### src/rtl/cordic_iter.sv
// Iterative CORDIC vectoring engine: one micro-rotation per clock, circular or hyperbolic.
// Operands are captured on the accept edge and the result is held until the consumer takes it.
module cordic_iter #(
  parameter int    W    = 34,
  parameter int    ITER = 20,
  parameter string MODE = "hyperbolic"
) (
  input  logic                clk,
  input  logic                rst,
  input  logic                in_valid,
  output logic                in_ready,
  input  logic signed [W-1:0] in_x,
  input  logic signed [W-1:0] in_y,
  output logic                out_valid,
  input  logic                out_ready,
  output logic signed [W-1:0] out_x,
  output logic signed [W-1:0] out_y,
  output logic                busy
);

  localparam bit CIRC = (MODE == "circular");
  localparam int CW   = (ITER > 1) ? $clog2(ITER) : 1;
  localparam int SW   = $clog2(W);
  localparam logic [CW-1:0] LAST = CW'(ITER - 1);

  localparam logic [1:0] IDLE = 2'd0;
  localparam logic [1:0] RUN  = 2'd1;
  localparam logic [1:0] DONE = 2'd2;

  logic [1:0]          state_q, state_d;
  logic [CW-1:0]       step_q, step_d;
  logic signed [W-1:0] x_q, x_d;
  logic signed [W-1:0] y_q, y_d;
  logic signed [W-1:0] x_rot, y_rot;

  // Hyperbolic sequence repeats k=4 and k=13 so it converges; circular is simply k=step.
  function automatic logic [SW-1:0] shift_amt(input logic [CW-1:0] step);
    int s;
    int k;
    s = int'(step);
    if (CIRC)         k = s;
    else if (s <= 3)  k = s + 1;
    else if (s <= 13) k = s;
    else              k = s - 1;
    return SW'(k);
  endfunction

  // d = +1 when y is non-negative (including zero); sums wrap modulo 2^W.
  function automatic logic signed [W-1:0] rot_x(input logic signed [W-1:0] x,
                                                input logic signed [W-1:0] y,
                                                input logic [SW-1:0]       k);
    logic signed [W-1:0] sy;
    sy = y >>> k;
    if (CIRC) return y[W-1] ? (x - sy) : (x + sy);
    else      return y[W-1] ? (x + sy) : (x - sy);
  endfunction

  function automatic logic signed [W-1:0] rot_y(input logic signed [W-1:0] x,
                                                input logic signed [W-1:0] y,
                                                input logic [SW-1:0]       k);
    logic signed [W-1:0] sx;
    sx = x >>> k;
    return y[W-1] ? (y + sx) : (y - sx);
  endfunction

  always_comb begin
    x_rot = rot_x(x_q, y_q, shift_amt(step_q));
    y_rot = rot_y(x_q, y_q, shift_amt(step_q));
  end

  always_comb begin
    state_d = state_q;
    step_d  = step_q;
    x_d     = x_q;
    y_d     = y_q;
    case (state_q)
      IDLE: begin
        if (in_valid) begin
          x_d     = in_x;
          y_d     = in_y;
          step_d  = '0;
          state_d = RUN;
        end
      end
      RUN: begin
        x_d = x_rot;
        y_d = y_rot;
        if (step_q == LAST) state_d = DONE;
        else                step_d  = step_q + 1'b1;
      end
      DONE: begin
        if (out_ready) state_d = IDLE;
      end
      default: state_d = IDLE;
    endcase
  end

  // Iteration state boundary: the x/y registers double as the held result.
  always_ff @(posedge clk) begin
    if (rst) begin
      state_q <= IDLE;
      step_q  <= '0;
      x_q     <= '0;
      y_q     <= '0;
    end else begin
      state_q <= state_d;
      step_q  <= step_d;
      x_q     <= x_d;
      y_q     <= y_d;
    end
  end

  assign in_ready  = (state_q == IDLE);
  assign out_valid = (state_q == DONE);
  assign busy      = (state_q != IDLE);
  assign out_x     = x_q;
  assign out_y     = y_q;

endmodule
### config.mk
export PLATFORM = sky130hd
export DESIGN_NAME = cordic_iter
export DESIGN_NICKNAME = d
export VERILOG_FILES = /design/src/rtl/cordic_iter.sv
export SDC_FILE = /design/constraint.sdc
export NUM_CORES = 1
export LEC_CHECK = 0
export CORE_UTILIZATION = 59
export DETAILED_ROUTE_END_ITERATION = 16
export PLACE_DENSITY = 0.83
export SLEW_MARGIN = 0
export SYNTH_ARGS = -nofsm -noshare
export SYNTH_HDL_FRONTEND = slang
export SYNTH_SLANG_ARGS = --single-unit
### constraint.sdc
create_clock -name clk -period 8 [get_ports clk]
set_clock_uncertainty 0.1 [all_clocks]
set_input_delay 0.8 -clock clk [delete_from_list [all_inputs] [get_ports clk]]
set_output_delay 0.8 -clock clk [all_outputs]
set_load 0.1 [all_outputs]
# Yosys cells after proc, flatten, opt, wreduce, memory -nomap -nowiden
# Index checks and enable logic that the tools add are counted.
# op_classes
addsub	7
n_lt_le_gt_ge	2
eq_ne	7
shifts	2
n_mux	15
n_reduce_logical	6
# ops
op	n
34-bit two-way mux	4
34-bit case mux with 2 select lines	2
34-bit adder	2
34-bit by 6-bit >>> shifter with 34-bit output	2
34-bit subtractor	2
6-bit two-way mux	2
5-bit two-way mux	2
5-bit case mux with 2 select lines	1
5-bit by 1-bit adder with 6-bit output (second input constant)	1
2-bit two-way mux	3
2-bit != test (second input constant)	3
2-bit case mux with 3 select lines	1
3-bit AND reduction	2
5-bit by 1-bit subtractor with 6-bit output (second input constant)	1
5-bit by 1-bit adder with 5-bit output (second input constant)	1
5-bit equality test (second input constant)	1
5-bit by 2-bit less-or-equal comparator with 1-bit output (second input constant)	1
5-bit by 4-bit less-or-equal comparator with 1-bit output (second input constant)	1
2-bit nonzero test	2
2-bit by 1-bit equality test with 1-bit output (second input constant)	1
2-bit equality test (second input constant)	1
2-bit logical NOT	1
2-bit by 1-bit != test with 1-bit output (second input constant)	1
2-bit AND reduction	1
# word_totals
ff_bits	75
inputBits	72
output_inout_bits	71
wordCells	43

# Depth between registers and ports, before layout
# depth
word_depth	7
mapped_depth	36

# Least setup slack after synthesis
# OpenSTA, ideal clock, no wires.
# synth_timing
path_kind	register to register
start	reg step_q[1]
end	reg y_q[33] (netlist: out_y[33])
t_arrival_ns	6.678
t_required_ns	7.814
setup_slack_ns	1.136
stages_incl_launch_ff	31
period_less_slack_ns	6.864
cell_sequence	dfxtp_1 > buf_2 > inv_1 > ha_1 > nand4b_2 > and3_1 > buf_6 > o31ai_2 > nand3_1 > and2_1 > mux4_2 > a222oi_1 > ha_1 > o2111ai_1 > nor3_1 > and2_0 > nor2b_1 > nor2_1 > xnor2_1 > ha_1 > and4_1 > a311o_1 > a31o_2 > a31oi_1 > o221ai_1 > o21ai_0 > o21ai_0 > a21o_1 > a21oi_1 > xnor3_1 > a221oi_2
# synth_via
elab_chain_len	7
elab_cells_between_ends	11
# synth_rtl
item	line	rtl
start: declaration	31	logic [CW-1:0] step_q, step_d;
start signal: assignment	107	step_q <= step_d;
5-bit by 1-bit subtractor with 6-bit output / 5-bit by 4-bit less-or-equal comparator with 1-bit output (equally long branches)	44, 43	
6-bit two-way mux	43	else if (s <= 13) k = s;
6-bit two-way mux *	42	else if (s <= 3) k = s + 1;
34-bit by 6-bit >>> shifter with 34-bit output *	62	sx = x >>> k;
34-bit subtractor / 34-bit adder (equally long branches)	63	return y[W-1] ? (y + sx) : (y - sx);
34-bit two-way mux *	63	
34-bit case mux with 2 select lines *	76	case (state_q)
end signal: assignment	109	y_q <= y_d;
end: declaration	33	logic signed [W-1:0] y_q, y_d;
# Every way passes the cells marked *; elsewhere a longest branch is shown, timed or not.
# A chain may end at the register's enable or synchronous reset.

# Worst setup path after layout
# layout_timing
start	reg step_q[0]
end	reg x_q[32] (netlist: out_x[32])
# layout_via
elab_chain_len	7
elab_cells_between_ends	11
# layout_rtl
item	line	rtl
5-bit by 1-bit subtractor with 6-bit output / 5-bit by 4-bit less-or-equal comparator with 1-bit output (equally long branches)	44, 43	
6-bit two-way mux	43	
6-bit two-way mux *	42	
34-bit by 6-bit >>> shifter with 34-bit output *	53	sy = y >>> k;
34-bit subtractor / 34-bit adder (equally long branches)	55	else return y[W-1] ? (x + sy) : (x - sy);
34-bit two-way mux *	55	
34-bit case mux with 2 select lines *	76	
end signal: assignment	103	x_q <= '0;
end signal: assignment	108	x_q <= x_d;
end: declaration	32	logic signed [W-1:0] x_q, x_d;
# Marks and branches as above.

==> metrics list <==
- Summed over all instances, the cell type with the most area after synthesis is dfxtp_1.
* Total track usage: 46.58%
- After the first detailed-routing iteration, the DRC count stood at 2,163.
* Largest fanout of any net on the critical path: 11
- The worst-case IR drop observed on VDD is 254.3 µV.
- The core region is between 20,000 and 25,000 µm².
- Post-synthesis register bit count: 75
- Launching element type of the critical path: flip-flop
- After synthesis, the largest area contributor takes up about an eighth of total cell area.
* Clock buffer count from CTS: 9
- Ratio of cells with drive above 1 in the final layout: a little under an eighth
- Combined area of all synthesized cells: 12,770 µm²
- Worst-skew pair later-pin latency: 360 ps
* Sum of met3 wire segment lengths after detailed routing: about 6.5 mm
* Number of core rows: 53
- Per report_power, the sequential group accounts for 12.7% of the total.
* Post-route DRC: 0
* Mean number of vias per cell: 7.226
* I/O pins: 143
- Clock sink count: 75
- For this run, the leading register cell type out of synthesis is dfxtp_1.
- Antenna diode count: 0
* Overflow after GRT: 0
- In this run the number of H-tree levels came out at 3.
- Pins Over Slew Limit: 0
- Total negative slack: 0 ps
* Final GP Congestion: between 1 and 1.5
- Synthesis produced a netlist with a net count of a little under 2,000.
- In this run the worst hold path is classified as flip-flop to flip-flop.
- Gate count after technology mapping: 1,778
* Total placed cells including tap cells: 2,172
* Vertical die dimension: 149.1 µm
* Final Critical Period: between 7000 and 8000 ps
* Post-DP HPWL: 39.38 mm
* Combinational share of power: 75.8%
- A synthesized cell averages 7.183 µm².
- For this run, the number of Yosys warnings is 0.
* Sw Pwr: between 2 and 2.5 mW
- PortBufs: roughly 140
* Hold bufs inserted after CTS: 0
- Final Cycle Share: between 90% and 100%
- Initial antenna violation count: 0
* Min setup slack post-route: ~190 ps
- The netlist uses 98 different library cells.
- Number of nets still failing antenna checks after routing: 0
* Area Overhead vs Synth: 19.74%
- Net switching is 53.42% of the power.
* Total met2 wirelength after detailed routing: 22.99 mm
* Clock power frac: 11.5%
* Power per cell area: between 200 and 300 nW/µm²
- The detailed router placed 15,840 vias in this run.
- Slew HR: 31.52%
- Via count of the first global-routing pass: 14,440
* Pin count of the biggest net entering global routing: 76
* Net total in the final layout: 2,059
- Hold timing on the final database bottoms out at a slack of 429.4 ps.
* Hold Fails Final Rpt: 0
- Clock transition at the register clock pins on the worst setup and hold paths after CTS: about 70 ps
* CTS tree: built
- Timing analysis after detailed placement gives a worst setup slack of 288.2 ps.
- Commonest cells after routing, fill and taps aside: 188 x a21oi_1, 152 x nand2_1, 141 x clkdlybuf4s50_1
- Data on the critical path is required at its endpoint by 8110 ps.
- Actual transition at the worst max-transition pin: 1024 ps
* Cell Count, Final, Fillers Out: 2,192
- WP data arrival: 7920 ps
- In the post-synthesis netlist, the biggest area contributors are dfxtp_1 12%, a21oi_1 7.4%, ha_1 7.2%.
- Routed wirelength normalized by instance count: 24.10 µm
* Seq/Total Area, Yosys: 11.76%
* Max Cap Viol: 0
* Status: completed
- Type of element capturing the critical path: flip-flop
- Initial Utilization: 60.37%
- In this run the clock root is driven by a clkbuf_16.
- In the final routing, the length of wire on met1 measures 20.52 mm.
- The internal power of the cells totals 2.070 mW.
- Aggregate routed wire length: 52.83 mm
- Setup violations remaining at the end of the flow were counted as 0.
* Leading cell type in the layout, fill and taps excluded: a21oi_1
- The longest clock path from root to sink contains 2 buffers.
* Detailed Routing Iterations Pass 1: 7
- Worst-path cell with the longest stage delay: dfxtp_1
* Kind of critical path: flip-flop to flip-flop
- The die covers 22,240 µm².
- Leakage power of the design: 6.230 nW
* Post-synth EDFFs: 0
- In this run the top signal layer used is met4.
- Proportion of register bits with asynchronous set or reset after synthesis: 0%
- The first global-routing pass estimated 80.81 mm of wire.
* Final design utilization: 72.29%
- Overall die width: 149.1 µm
- Fmax: 0.1280 GHz
- On the worst path, the slowest cell contributes a delay of 480 ps.
==> final cells by class <==
type	count	area (µm²)
multi-input combinational	1539	10660
sequential	75	1504
clock buffer	12	246.5
clock inverter	4	97.59
timing repair buffer	259	2336
tap	275	344.1
inverter	28	105.1
fill	1741	5862
==> per-stage QoR <==
| stage | cell area (µm²) | power, mW |
|---|---|---|
| after floorplan | 12770 | 2.921 |
| after global placement | 14830 | 3.722 |
| after detailed placement | 14830 | 3.809 |
| after CTS | 15170 | 4.334 |
| after global routing | 15290 | 4.687 |
| final | 15290 | 4.444 |
==> cells in the mapped netlist, types with 7 or more instances <==
cell,n
o21a_1,9
a21o_1,37
clkbuf_1,83
nor2_1,133
a221oi_1,10
nor3_1,23
o21bai_1,7
buf_1,12
o31ai_1,31
a221o_1,7
inv_1,28
nand3_1,138
o211ai_1,8
a211oi_1,31
and2_1,27
dfxtp_1,75
nand3b_1,7
buf_6,10
xor2_1,33
and3_1,27
nand4_1,39
nand2_1,153
mux2i_1,68
a21boi_0,7
buf_2,25
mux4_2,7
mux2_2,14
o21ai_0,72
a21oi_1,189
a211o_1,13
nor2b_1,18
a22o_1,7
a311oi_1,14
ha_1,73
o221ai_1,64
a31oi_1,28
xnor2_1,75
nand2b_1,23
or2_2,10
==> final timing paths <==
check | from | end | slack (ps) | cells after the start
worst max-delay path | step_q[0]$_SDFFE_PP0P_ | out_x[32]$_SDFFE_PP0P_ | 190 | 28
worst min-delay path | out_y[22]$_SDFFE_PP0P_ | out_y[22]$_SDFFE_PP0P_ | 430 | 2
worst max register to register | step_q[0]$_SDFFE_PP0P_ | out_x[32]$_SDFFE_PP0P_ | 190 | 28
worst min register to register | out_y[22]$_SDFFE_PP0P_ | out_y[22]$_SDFFE_PP0P_ | 430 | 2
==> timing repair <==
item	4_1_cts	5_1_grt
setup buffers	0	4
gates resized for setup	0	20
setup endpoints to repair	0	7
==> cell families after synthesis <==
kind of cell,count (synthesis),synth area share [%]
xor+xnor,109,7.583
compound gates,618,33.49
fa+ha+maj,75,7.466
buf+inv,164,5.829
simple gates,647,25.90
flops,75,11.76
mux,90,7.975
==> routing by layer <==
metal | GRT usage, % | vias up
met5 | 0 | -
met4 | 24.18 | 0
met3 | 11.47 | 239
met2 | 71.79 | 1169
met1 | 59.79 | 7354
li1 | - | 7077
==> flip-flops by register name (all words and copies together) (netlist names) <==
| signal | cells |
|---|---|
| out_x | 34 |
| out_y | 34 |
| step_q | 5 |
| state_q | 2 |
==> power groups by stage <==
stage	Sequential (mW)	Combinational, mW	Clock, mW
4_1_cts	0.558	3.27	0.510
5_1_grt	0.570	3.59	0.526
2_1_floorplan	0.941	1.98	0
6_report	0.565	3.37	0.513
3_5_place_dp	0.566	3.24	0
3_3_place_gp	0.565	3.16	0
==> worst max-delay path, delay by kind of cell, from the launching register on <==
kind,cells,cell delay [ps]
AND/OR/NAND/NOR,6,1280
multiplexers,4,1160
AO/OA/AOI/OAI,13,3050
adder cells (fa/ha/maj),3,1020
XOR/XNOR,1,280
flip-flops,1,480
buffers and inverters,1,270
(Power assumes the default switching activity.)
